$ cat config.mk
export PLATFORM = sky130hd
export DESIGN_NAME = mult_div_unit
export DESIGN_NICKNAME = d
export VERILOG_FILES = /design/src/rtl/mult_div_unit_pkg.sv /design/src/rtl/mult_div_unit_div_core.sv /design/src/rtl/mult_div_unit.sv
export SDC_FILE = /design/constraint.sdc
export NUM_CORES = 1
export LEC_CHECK = 0
export CAP_MARGIN = 5
export CELL_PAD_IN_SITES_DETAIL_PLACEMENT = 1
export CELL_PAD_IN_SITES_GLOBAL_PLACEMENT = 1
export CORE_ASPECT_RATIO = 0.7
export CORE_MARGIN = 8
export CORE_UTILIZATION = 25
export CTS_CLUSTER_SIZE = 20
export DETAILED_ROUTE_END_ITERATION = 12
export GPL_TIMING_DRIVEN = 0
export MAX_ROUTING_LAYER = met4
export PLACE_DENSITY_LB_ADDON = 0.1
export SLEW_MARGIN = 5
export SYNTH_ARGS = -nofsm -noshare
export SYNTH_HDL_FRONTEND = slang
export SYNTH_SLANG_ARGS = --single-unit
$ cat constraint.sdc
create_clock -name clock -period 9.1 [get_ports clock]
set_input_delay 1.365 -clock clock [delete_from_list [all_inputs] [get_ports clock]]
set_output_delay 1.365 -clock clock [all_outputs]
set_load 0.005 [all_outputs]
$ cat src/rtl/mult_div_unit_pkg.sv
// rtl/mult_div_unit_pkg.sv - shared constants for the sequential multiply/divide unit
package mult_div_unit_pkg;

  localparam int DATA_W    = 32;
  localparam int CNT_W_DEF = 6;

  localparam logic [1:0] ST_IDLE = 2'd0;
  localparam logic [1:0] ST_MULT = 2'd1;
  localparam logic [1:0] ST_DIV  = 2'd2;

endpackage

$ cat src/rtl/mult_div_unit_div_core.sv
// rtl/mult_div_unit_div_core.sv - restoring divide on magnitudes with sign fix-up
// quotient/remainder are the fixed-up results of the step taken on the current edge.
module mult_div_unit_div_core #(
  parameter int WIDTH = 32
) (
  input  logic             clock,
  input  logic             reset,
  input  logic             load,
  input  logic             step,
  input  logic [WIDTH-1:0] a,
  input  logic [WIDTH-1:0] b,
  output logic [WIDTH-1:0] quotient,
  output logic [WIDTH-1:0] remainder
);

  logic [WIDTH:0]   rem;
  logic [WIDTH:0]   dvs;
  logic [WIDTH-1:0] quo;
  logic             neg_q;
  logic             neg_r;

  logic [WIDTH+1:0] shifted;
  logic [WIDTH+1:0] trial;
  logic [WIDTH:0]   rem_nx;
  logic [WIDTH-1:0] quo_nx;

  always_comb begin
    shifted = {rem, quo[WIDTH-1]};
    trial   = shifted - {1'b0, dvs};
    if (!trial[WIDTH+1]) begin
      rem_nx = trial[WIDTH:0];
      quo_nx = {quo[WIDTH-2:0], 1'b1};
    end else begin
      rem_nx = shifted[WIDTH:0];
      quo_nx = {quo[WIDTH-2:0], 1'b0};
    end
    // Quotient truncates toward zero; remainder follows the dividend's sign.
    quotient  = neg_q ? -quo_nx : quo_nx;
    remainder = neg_r ? -rem_nx[WIDTH-1:0] : rem_nx[WIDTH-1:0];
  end

  always_ff @(posedge clock) begin
    if (reset) begin
      rem   <= '0;
      dvs   <= '0;
      quo   <= '0;
      neg_q <= 1'b0;
      neg_r <= 1'b0;
    end else if (load) begin
      rem   <= '0;
      quo   <= a[WIDTH-1] ? -a : a;
      // Divisor magnitude kept one bit wider so 0x80000000 stays positive.
      dvs   <= b[WIDTH-1] ? -{b[WIDTH-1], b} : {1'b0, b};
      neg_q <= a[WIDTH-1] ^ b[WIDTH-1];
      neg_r <= a[WIDTH-1];
    end else if (step) begin
      rem <= rem_nx;
      quo <= quo_nx;
    end
  end

endmodule

$ cat src/rtl/mult_div_unit.sv
// rtl/mult_div_unit.sv - sequential signed MULT/DIV responder (Booth multiply, restoring divide)
module mult_div_unit
  import mult_div_unit_pkg::*;
#(
  parameter int WIDTH = DATA_W,
  parameter int CNT_W = CNT_W_DEF
) (
  input  logic             clock,
  input  logic             reset,
  input  logic             MultCtrl,
  input  logic             DivCtrl,
  input  logic [WIDTH-1:0] A,
  input  logic [WIDTH-1:0] B,
  output logic [WIDTH-1:0] HI,
  output logic [WIDTH-1:0] LO,
  output logic             Busy,
  output logic             Done,
  output logic             DivZero
);

  localparam int ITERS = WIDTH;

  logic [1:0]       state;
  logic [CNT_W-1:0] cnt;
  logic [WIDTH-1:0] acc;
  logic [WIDTH-1:0] mplr;
  logic [WIDTH-1:0] mcand;
  logic             qm1;

  logic             last;
  logic             div_load;
  logic [WIDTH:0]   booth_sum;
  logic [WIDTH-1:0] acc_nx;
  logic [WIDTH-1:0] mplr_nx;
  logic [WIDTH-1:0] div_q;
  logic [WIDTH-1:0] div_r;

  assign last     = (cnt == CNT_W'(ITERS - 1));
  assign div_load = (state == ST_IDLE) && !MultCtrl && DivCtrl && (B != '0);

  // Booth add/sub done one bit wider so a most-negative multiplicand cannot overflow.
  always_comb begin
    case ({mplr[0], qm1})
      2'b01:   booth_sum = {acc[WIDTH-1], acc} + {mcand[WIDTH-1], mcand};
      2'b10:   booth_sum = {acc[WIDTH-1], acc} - {mcand[WIDTH-1], mcand};
      default: booth_sum = {acc[WIDTH-1], acc};
    endcase
    acc_nx  = booth_sum[WIDTH:1];
    mplr_nx = {booth_sum[0], mplr[WIDTH-1:1]};
  end

  mult_div_unit_div_core #(.WIDTH(WIDTH)) u_div_core (
    .clock     (clock),
    .reset     (reset),
    .load      (div_load),
    .step      (state == ST_DIV),
    .a         (A),
    .b         (B),
    .quotient  (div_q),
    .remainder (div_r)
  );

  always_ff @(posedge clock) begin
    if (reset) begin
      state   <= ST_IDLE;
      cnt     <= '0;
      acc     <= '0;
      mplr    <= '0;
      mcand   <= '0;
      qm1     <= 1'b0;
      HI      <= '0;
      LO      <= '0;
      Busy    <= 1'b0;
      Done    <= 1'b0;
      DivZero <= 1'b0;
    end else begin
      Done    <= 1'b0;
      DivZero <= 1'b0;
      case (state)
        ST_IDLE: begin
          if (MultCtrl) begin
            mcand <= A;
            mplr  <= B;
            acc   <= '0;
            qm1   <= 1'b0;
            cnt   <= '0;
            state <= ST_MULT;
            Busy  <= 1'b1;
          end else if (DivCtrl) begin
            if (B == '0) begin
              DivZero <= 1'b1;
            end else begin
              cnt   <= '0;
              state <= ST_DIV;
              Busy  <= 1'b1;
            end
          end
        end
        ST_MULT: begin
          acc  <= acc_nx;
          mplr <= mplr_nx;
          qm1  <= mplr[0];
          cnt  <= cnt + CNT_W'(1);
          if (last) begin
            HI    <= acc_nx;
            LO    <= mplr_nx;
            Done  <= 1'b1;
            Busy  <= 1'b0;
            state <= ST_IDLE;
          end
        end
        ST_DIV: begin
          cnt <= cnt + CNT_W'(1);
          if (last) begin
            HI    <= div_r;
            LO    <= div_q;
            Done  <= 1'b1;
            Busy  <= 1'b0;
            state <= ST_IDLE;
          end
        end
        default: begin
          state <= ST_IDLE;
          Busy  <= 1'b0;
        end
      endcase
    end
  end

endmodule

Yosys cells after proc, flatten, opt, wreduce, memory -nomap -nowiden

Cells that the tools add are included.

Add/subtract/negate cells: 8
Equal/unequal tests: 11
Mux-type cells: 37
Bitwise gates (word level): 4
Reduce and logical (&&, ||, !) cells: 20

Operator list:

| operator                                                         | count |
|---|---|
| 32-bit two-way mux                                               | 11 |
| 32-bit case mux with 2 select lines                              | 4 |
| 32-bit negation                                                  | 3 |
| 33-bit two-way mux                                               | 2 |
| 33-bit case mux with 2 select lines                              | 1 |
| 34-bit by 33-bit subtractor with 34-bit output                   | 1 |
| 32-bit by 32-bit adder with 33-bit output                        | 1 |
| 33-bit negation                                                  | 1 |
| 32-bit by 32-bit subtractor with 33-bit output                   | 1 |
| 32-bit zero test                                                 | 1 |
| 32-bit nonzero test                                              | 1 |
| 6-bit two-way mux                                                | 3 |
| 6-bit case mux with 2 select lines                               | 1 |
| 3-bit AND reduction                                              | 3 |
| 1-bit two-way mux                                                | 8 |
| 2-bit two-way mux                                                | 4 |
| 2-bit nonzero test                                               | 4 |
| 6-bit by 1-bit adder with 6-bit output (second input constant)   | 1 |
| 6-bit by 5-bit == test with 1-bit output (second input constant) | 1 |
| 2-bit inequality test (second input constant)                    | 3 |
| 3-bit inequality test (second input constant)                    | 2 |
| 2-bit OR reduction                                               | 3 |
| 2-bit by 1-bit == test with 1-bit output (second input constant) | 2 |
| 2-bit == test (second input constant)                            | 2 |
| 10 further kinds                                                 | 16 |

Register bits after elaboration: 272

Depth between registers and ports, before layout

Gate-level depths: netlist of the first run.

Depth in word-level cells: 6
Depth in mapped cells: 24

By module

A second synthesis of the first run with hierarchy kept.

Cells, all modules: 2497
Area total of the unflattened synthesis: 19451.2 µm²

By module, submodules not included:

| module                 | instances | cells each | area each (µm²) |
|---|---|---|---|
| mult_div_unit          | 1         | 1278       | 10062.2 |
| mult_div_unit_div_core | 1         | 1219       | 9389.0 |

Worst setup path before layout of the first run

No wires, ideal clock.

Kind: reg-to-reg
Start point: register u_div_core.dvs[8]
End point: register HI[30]
Setup time: 0.086 ns
Arrival time: 5.564 ns
Slack: 3.451 ns
Stages on the path, launching flop included: 25
Clock period less this slack: 5.649 ns
Cells stage by stage: dfxtp_1 inv_1 ha_1 buf_2 a21oi_1 nor3_1 a211oi_4 o221ai_2 nor3_2 nor2_2 clkinv_1 clkbuf_1 clkbuf_1 clkbuf_1 nor2_1 a21oi_1 ha_1 o21ai_0 or2_2 nand4b_1 a222oi_1 nand2_1 o41a_1 xnor2_1 a211oi_1

Word-level cells in the longest chain between the ends: 6

RTL lines:

| element                                            | line                         | text |
|---|---|---|
| start: declaration                                 | mult_div_unit_div_core.sv:17 | `logic [WIDTH:0] dvs;` |
| start signal: assignment                           | mult_div_unit_div_core.sv:53 | `dvs <= b[WIDTH-1] ? -{b[WIDTH-1], b} : {1'b0, b};` |
| 34-bit by 33-bit subtractor with 34-bit output (*) | mult_div_unit_div_core.sv:29 | `trial = shifted - {1'b0, dvs};` |
| 33-bit two-way mux (*)                             | mult_div_unit_div_core.sv:30 | `if (!trial[WIDTH+1]) begin` |
| 32-bit negation                                    | mult_div_unit_div_core.sv:39 | `remainder = neg_r ? -rem_nx[WIDTH-1:0] : rem_nx[WIDTH-1:0];` |
| 32-bit two-way mux (*)                             | mult_div_unit_div_core.sv:39 |  |
| 32-bit two-way mux (*)                             | mult_div_unit.sv:114         | `if (last) begin` |
| 32-bit case mux with 2 select lines (*)            | mult_div_unit.sv:79          | `case (state)` |
| end signal: assignment                             | mult_div_unit.sv:105         | `HI <= acc_nx;` |
| end signal: assignment                             | mult_div_unit.sv:115         | `HI <= div_r;` |
| end: declaration                                   | mult_div_unit.sv:14          | `output logic [WIDTH-1:0] HI,` |

Every way passes the cells marked *; elsewhere a longest branch is shown, timed or not. The select of a mux whose other input is x is not followed.
A chain may end at the register's enable or synchronous reset.

Worst setup path in the final report of the first run

Start point: register u_div_core.dvs[25]
End point: register HI[30]

Same word-level chain as after synthesis.

==> results of run 1 <==
power by group:
| group | internal [mW] | switching (mW) |
|---|---|---|
| logic | 0.682 | 1.38 |
| registers | 1.27 | 0.102 |
| clock network | 0.936 | 0.609 |
worst register-to-register path, cell delays in order (launching register included):
cell and delay [ns]:
dfxtp_1 0.33, inv_1 0.13, ha_1 0.31, clkbuf_1 0.34, nand4_1 0.26, nor4_2 0.31, nand3_1 0.17, o221a_2 0.29
a21oi_2 0.34, nor2_2 0.23, clkinv_1 0.30, clkbuf_1 0.54, clkbuf_1 0.60, clkbuf_1 0.67, nor2_1 0.10, a21oi_1 0.29
ha_1 0.34, o21ai_0 0.17, or2_2 0.33, nand4b_1 0.24, a222oi_1 1.02, nand2_1 0.30, o41a_1 0.49, xnor2_1 0.14
a211oi_1 0.24
cell usage in the layout (no fill, tap or decap), types with 14 or more instances in the layout:
master / synthesis / layout
or3_1: 22 / 22
xor2_1: 66 / 66
a21o_1: 25 / 25
nor3_1: 56 / 56
nand3_1: 36 / 36
o211ai_1: 20 / 20
clkbuf_1: 135 / 142
or2_2: 15 / 15
a211oi_1: 163 / 163
dfxtp_1: 272 / 272
and2_1: 22 / 22
clkdlybuf4s50_1: 0 / 133
a31oi_1: 19 / 19
o41ai_1: 18 / 18
ha_1: 76 / 76
nand2b_1: 19 / 19
o21ai_0: 115 / 115
a22oi_1: 35 / 35
nand4_1: 23 / 23
nand2_1: 229 / 229
a21oi_1: 191 / 191
nor2_1: 339 / 339
nor4_1: 18 / 18
mux2i_1: 91 / 91
xnor2_1: 110 / 110
clkbuf_16: 0 / 35
o21a_1: 14 / 14
or4_1: 17 / 17
o31ai_1: 33 / 33
inv_1: 74 / 74
per-layer routing:
metal | vias to the layer above | GRT usage
li1 | 9343 | -
met1 | 9741 | 0.3318
met2 | 444 | 0.3083
met3 | 85 | 0.02948
met4 | 0 | 0.03638
met5 | - | -
state kept, by name, indices dropped and copies added (netlist names), 32 cells and up:
register,cells
u_div_core.dvs,33
u_div_core.rem,33
HI,32
LO,32
acc,32
mcand,32
mplr,32
u_div_core.quo,32
kinds of logic (layout without fill, tap and decap cells):
family	Yosys count	in the layout	share of synthesized area
buffers and inverters	234	428	0.04725
AOI/OAI and AO/OA	747	747	0.2650
other	0	2	0
xor gates and xnor gates	176	176	0.08153
adders and majority gates	78	78	0.05241
muxes	102	102	0.05592
DFF	272	272	0.2880
and+or+nand+nor	859	859	0.2098
layout make-up:
type,instances,share of cell area
Sequential cell,272,0.2399
Timing Repair Buffer,133,0.05864
Clock inverter,16,0.01224
Antenna cell,2,0.0002205
Buffer,157,0.02662
Tap cell,989,0.05451
Multi-Input combinational cell,1962,0.5536
Inverter,77,0.01273
Clock buffer,45,0.04156
final timing paths:
| path | to | startpoint | slack (ns) |
|---|---|---|---|
| worst max-delay path | HI[30] | u_div_core.dvs[25] | 0.48 |
| worst min-delay path | u_div_core.dvs[32] | u_div_core.dvs[32] | 0.44 |
| worst max register to register | HI[30] | u_div_core.dvs[25] | 0.48 |
| worst min register to register | u_div_core.dvs[32] | u_div_core.dvs[32] | 0.44 |
metrics by stage:
stage                     power [mW]  hold slack, ns
after floorplan                2.696          0.4220
after global placement         3.410          0.4327
after detailed placement       3.437          0.4418
after CTS                      5.001          0.4508
after global routing           5.247          0.4811
final                          4.976          0.4437
==> run summary, run 1 <==
Mapped Nets = 2614
postcts setup bufs = 0
CTS sink cnt = 272
fill count = 9021
HPWL after detailed placement = 76230 um
multi-input logic area = 0.01257 sq mm
chip width = 344.7 um
CTS HTree Levels = 2
DRT iter0 DRCs = 1387
number of distinct library cells after synthesis = 92
Largest delay share family, worst path = compound AO/OA/AOI/OAI gates
most instantiated cells after synthesis = nor2_1, dfxtp_1, nand2_1
Clock Skew = 0.02363 ns
row cnt = 84
DRC viols = 0
Post-Layout Cell Count = 3653
Critical Path Stages = 24
Post-layout nets = 2783
M1 wire length = 49790 um
# placed instances = 3590
type of the worst setup path = register to register
Worst Max-Slew Pin Slew = 1.215 ns
Synth Register Bits = 272
# IOs = 135
ys async rst share = 0
mapped cell area = 0.01891 sq mm
Startpoint Class = register
Clk pin slew, worst setup/hold paths = 0.06 ns
first-pass GRT wire length = 136500 um
Layout area overhead = 20.07%
antenna violations before repair = 2
pwr dens = 219.2 mW/mm^2
DRT antenna net count = 0
TritonCTS clock tree = done
most common cell in the synthesized netlist = nor2_1
Synth area leader = dfxtp_1
status = finished, final reports clean
cell count after synthesis = 2468
post-CTS sizing = 0
clk_lat worst skew = 0.57 ns
wire length on met2 = 37740 um
largest net degree at the start of global routing = 14
Final Slew Violations = 0
CTS max path bufs = 3
number of iterations in the first detailed-routing pass = 5
synth warn = 0
Critical-path top delay cell = a222oi_1
vias = 19610
final core utilization = 0.3029
largest stage delay on the critical path = 1.02 ns
pre-CTS setup slack = 0.8593 ns
RSZ-0062 raised after global routing = no
critical-path cell list = inv_1, ha_1, clkbuf_1, nand4_1, nor4_2, nand3_1, o221a_2, a21oi_2, nor2_2, clkinv_1, clkbuf_1, clkbuf_1, clkbuf_1, nor2_1, a21oi_1, ha_1, o21ai_0, or2_2, nand4b_1, a222oi_1, nand2_1, o41a_1, xnor2_1, a211oi_1
met3 WL post-DR = 4146 um
LEAKAGE = 7.879 nW
DR vias/cell = 5.369
Die Ht = 246.1 um
die area = 0.08482 sq mm
Setup violations, final = 0
ratio of final minimum period to clock period = 0.9472
placed cell areas = 0.02148 sq mm
worst r2r path cells = 24
CTS Root Cell = clkbuf_16
finished layout cell area = 0.02270 sq mm
final hold vios = 0
Hold Path Class = register to register
gpl congestion = 0.8903
top_reg_cell synth = dfxtp_1
fraction of layout cells with a size suffix above 1 = 0.04696
grt ovf = 0
VDD IR max = 126.1 uV
initial cell density of the core = 0.2523
# hold bufs at CTS = 0
final worst slack = 0.4806 ns
Num CTS Buffers = 34
total track usage = 0.2190
Worst Hold Path Cells = 2
Reg area = 0.005445 sq mm
Crit path top cell by count = clkbuf_1
maxcap violations = 0
Yosys top cell area share = 0.2880
top layer in use = met4
Post-synth EDFFs = 0
slew margin rel. = 0.1883
port buffer count = 133
syn avg cell area = 7.661 sq um
post-synthesis sequential area ratio = 0.2880
Sum Neg Setup Slack = 0 ns
crit path time final = 8.619 ns
drt wl/cell = 25.45 um
endpoint arrival time on the critical path = 9.08 ns
detailed-route wire length = 92970 um
worst endpoint required time = 9.56 ns
top post-synthesis cells by area = dfxtp_1, nor2_1, a211oi_1
crit-path max FO = 10
critical path buffer and inverter count = 6
fmax = 116.0 MHz
Critical Path End Type = register
vias in the first global route = 19960
Core Area = 0.07494 sq mm
Note: power is estimated with default switching activity, not from simulation.
==> inputs of run 2 (changes only) <==
- PLACE_DENSITY: unset -> 0.6
- PLACE_DENSITY_LB_ADDON: 0.1 -> unset
==> run 2 against run 1 <==
Net effect: via count up 3.1%; global-route usage fell by 0.91 points; sequential power is essentially flat; worst setup slack better by 0.075 ns; non-clock buffer count did not move; combinational power about the same; clock-buffer cell count decreased by 8; clock skew decreased by 0.0098 ns; fmax is 0.88% higher; register-to-register slack better by 0.08 ns; largest power group unchanged.
==> run summary, run 2 (same netlist as run 1, synthesis figures left out) <==
largest net degree at the start of global routing = 17
# IOs = 135
Reg area = 0.005445 sq mm
Clock Skew = 0.01387 ns
VDD IR max = 141.4 uV
TritonCTS clock tree = done
Critical Path End Type = register
largest stage delay on the critical path = 1.07 ns
Reg2Reg Capture Point = HI[30]
type of the worst setup path = register to register
CTS HTree Levels = 1
fmax = 117.0 MHz
RSZ-0062 raised after global routing = no
row cnt = 84
Num CTS Buffers = 30
ratio of final minimum period to clock period = 0.9389
DRT iter0 DRCs = 1787
Crit path top cell by count = clkbuf_1
leading cell type in the layout, fill and taps excluded = nor2_1
pwr dens = 209.2 mW/mm^2
fraction of layout cells with a size suffix above 1 = 0.04667
Worst Hold Path Cells = 2
flop2flop setup slack = 0.56 ns
crit-path max FO = 10
port buffer count = 133
vias in the first global route = 19930
Startpoint Class = register
grt ovf = 0
Critical-path top delay cell = a222oi_1
Comb power frac = 0.443
clock power share = 0.265
DRT antenna net count = 0
CTS sink cnt = 272
Hold Path Class = register to register
CTS Root Cell = clkbuf_16
# hold bufs at CTS = 0
Largest regs = u_div_core.dvs: 33 flops, u_div_core.rem: 33 flops
DRC viols = 0
antenna violations before repair = 2
vias = 20230
clk_lat worst skew = 0.61 ns
gpl congestion = 0.9176
CTS max path bufs = 3
Layout area overhead = 18.79%
placed cell areas = 0.02148 sq mm
total track usage = 0.2099
Pint = 2.620 mW
DR vias/cell = 5.545
Post-layout nets = 2779
LEAKAGE = 7.753 nW
Tot Pwr = 4.697 mW
chip width = 344.7 um
worst r2r path cells = 23
post-CTS sizing = 0
first-pass GRT wire length = 132300 um
Die Ht = 246.1 um
initial cell density of the core = 0.2523
Sw Pwr = 2.078 mW
Worst Max-Slew Pin Slew = 1.285 ns
detailed-route wire length = 90390 um
Core Area = 0.07494 sq mm
maxcap violations = 0
Final Slew Violations = 0
status = finished, final reports clean
drt wl/cell = 24.78 um
critical path startpoint = u_div_core.rem[7]
HPWL after detailed placement = 73830 um
die area = 0.08482 sq mm
R2R Path Start = u_div_core.rem[7]
critical-path cell list = ha_1, buf_2, a21oi_1, nor3_1, a211oi_4, o221ai_2, nor3_2, nor2_2, clkinv_1, clkbuf_1, clkbuf_1, clkbuf_1, nor2_1, a21oi_1, ha_1, o21ai_0, or2_2, nand4b_1, a222oi_1, nand2_1, o41a_1, xnor2_1, a211oi_1
Sum Neg Setup Slack = 0 ns
switching share of power = 0.4423
endpoint arrival time on the critical path = 9.05 ns
crit path time final = 8.544 ns
CP endpoint = HI[30]
worst endpoint required time = 9.60 ns
most frequent cells in the layout = nor2_1, dfxtp_1, nand2_1, a21oi_1, a211oi_1
number of iterations in the first detailed-routing pass = 5
slew margin rel. = 0.1340
multi-input logic area = 0.01257 sq mm
Seq pwr share = 0.291
final hold vios = 0
postcts setup bufs = 0
fill count = 9089
finished layout cell area = 0.02246 sq mm
Clk pin slew, worst setup/hold paths = 0.07 ns
Setup violations, final = 0
run 2: cell types whose count changed in the layout (fill, tap and decap cells not counted):
cell / before / now
clkbuf_1: 142 / 138
inv_6: 1 / 0
clkbuf_8: 3 / 4
clkinv_16: 0 / 1
clkbuf_16: 35 / 30
inv_16: 1 / 0
clkinvlp_4: 0 / 5
clkinv_2: 6 / 11
bufinv_16: 7 / 1
run 2: worst max-delay path, delay by kind of cell, from the launching register on:
family | cells | cell delay [ns]
buffers and inverters | 5 | 2.17
AOI/OAI and AO/OA | 8 | 3.26
DFF | 1 | 0.49
xor gates and xnor gates | 1 | 0.17
adders and majority gates | 2 | 0.60
and+or+nand+nor | 7 | 1.71
run 2: worst min-delay path by stage:
| stage | startpoint | to | slack, ns |
|---|---|---|---|
| floorplan | u_div_core.dvs[32] | u_div_core.dvs[32] | 0.42 |
| global placement | u_div_core.dvs[32] | u_div_core.dvs[32] | 0.43 |
| detailed placement | u_div_core.dvs[32] | u_div_core.dvs[32] | 0.45 |
| CTS | u_div_core.dvs[32] | u_div_core.dvs[32] | 0.46 |
| global route | u_div_core.dvs[32] | u_div_core.dvs[32] | 0.49 |
| finish | u_div_core.dvs[32] | u_div_core.dvs[32] | 0.45 |
run 2: through the flow:
step                      hold WS (ns)  std cells  worst slack (ns)  utilization
final                           0.4482       3648            0.5557       0.2997
after CTS                       0.4573       3646            0.8737       0.2996
after global placement          0.4345       3590             1.107       0.2866
after global routing            0.4856       3646            0.3001       0.2996
after detailed placement        0.4471       3590            0.9026       0.2866
after floorplan                 0.4220       2468             3.451            -
run 2: area by class of cell:
cell class,instances,area share
flip-flops and latches,272,0.2425
repair buffers,133,0.05928
diodes,2,0.0002228
plain buffers,157,0.02691
clock buffers,37,0.03638
well taps,989,0.05510
multi-input cells,1962,0.5596
inverters,77,0.01287
clock inverters,19,0.007187
run 2: power groups by stage:
stage / sequential [mW] / clock (mW) / combinational (mW)
5_1_grt: 1.38 / 1.32 / 2.23
2_1_floorplan: 1.35 / 0 / 1.35
6_report: 1.37 / 1.25 / 2.08
3_5_place_dp: 1.39 / 0 / 2.02
4_1_cts: 1.37 / 1.26 / 2.03
3_3_place_gp: 1.39 / 0 / 1.98
run 2: routing by layer:
layer  vias up  global-route usage  wire [um]
li1       9308                   -          -
met1     10190              0.3181      46430
met2       663              0.2925      36240
met3        72             0.03670       6580
met4         0             0.02732       1137
met5         -                   -          0
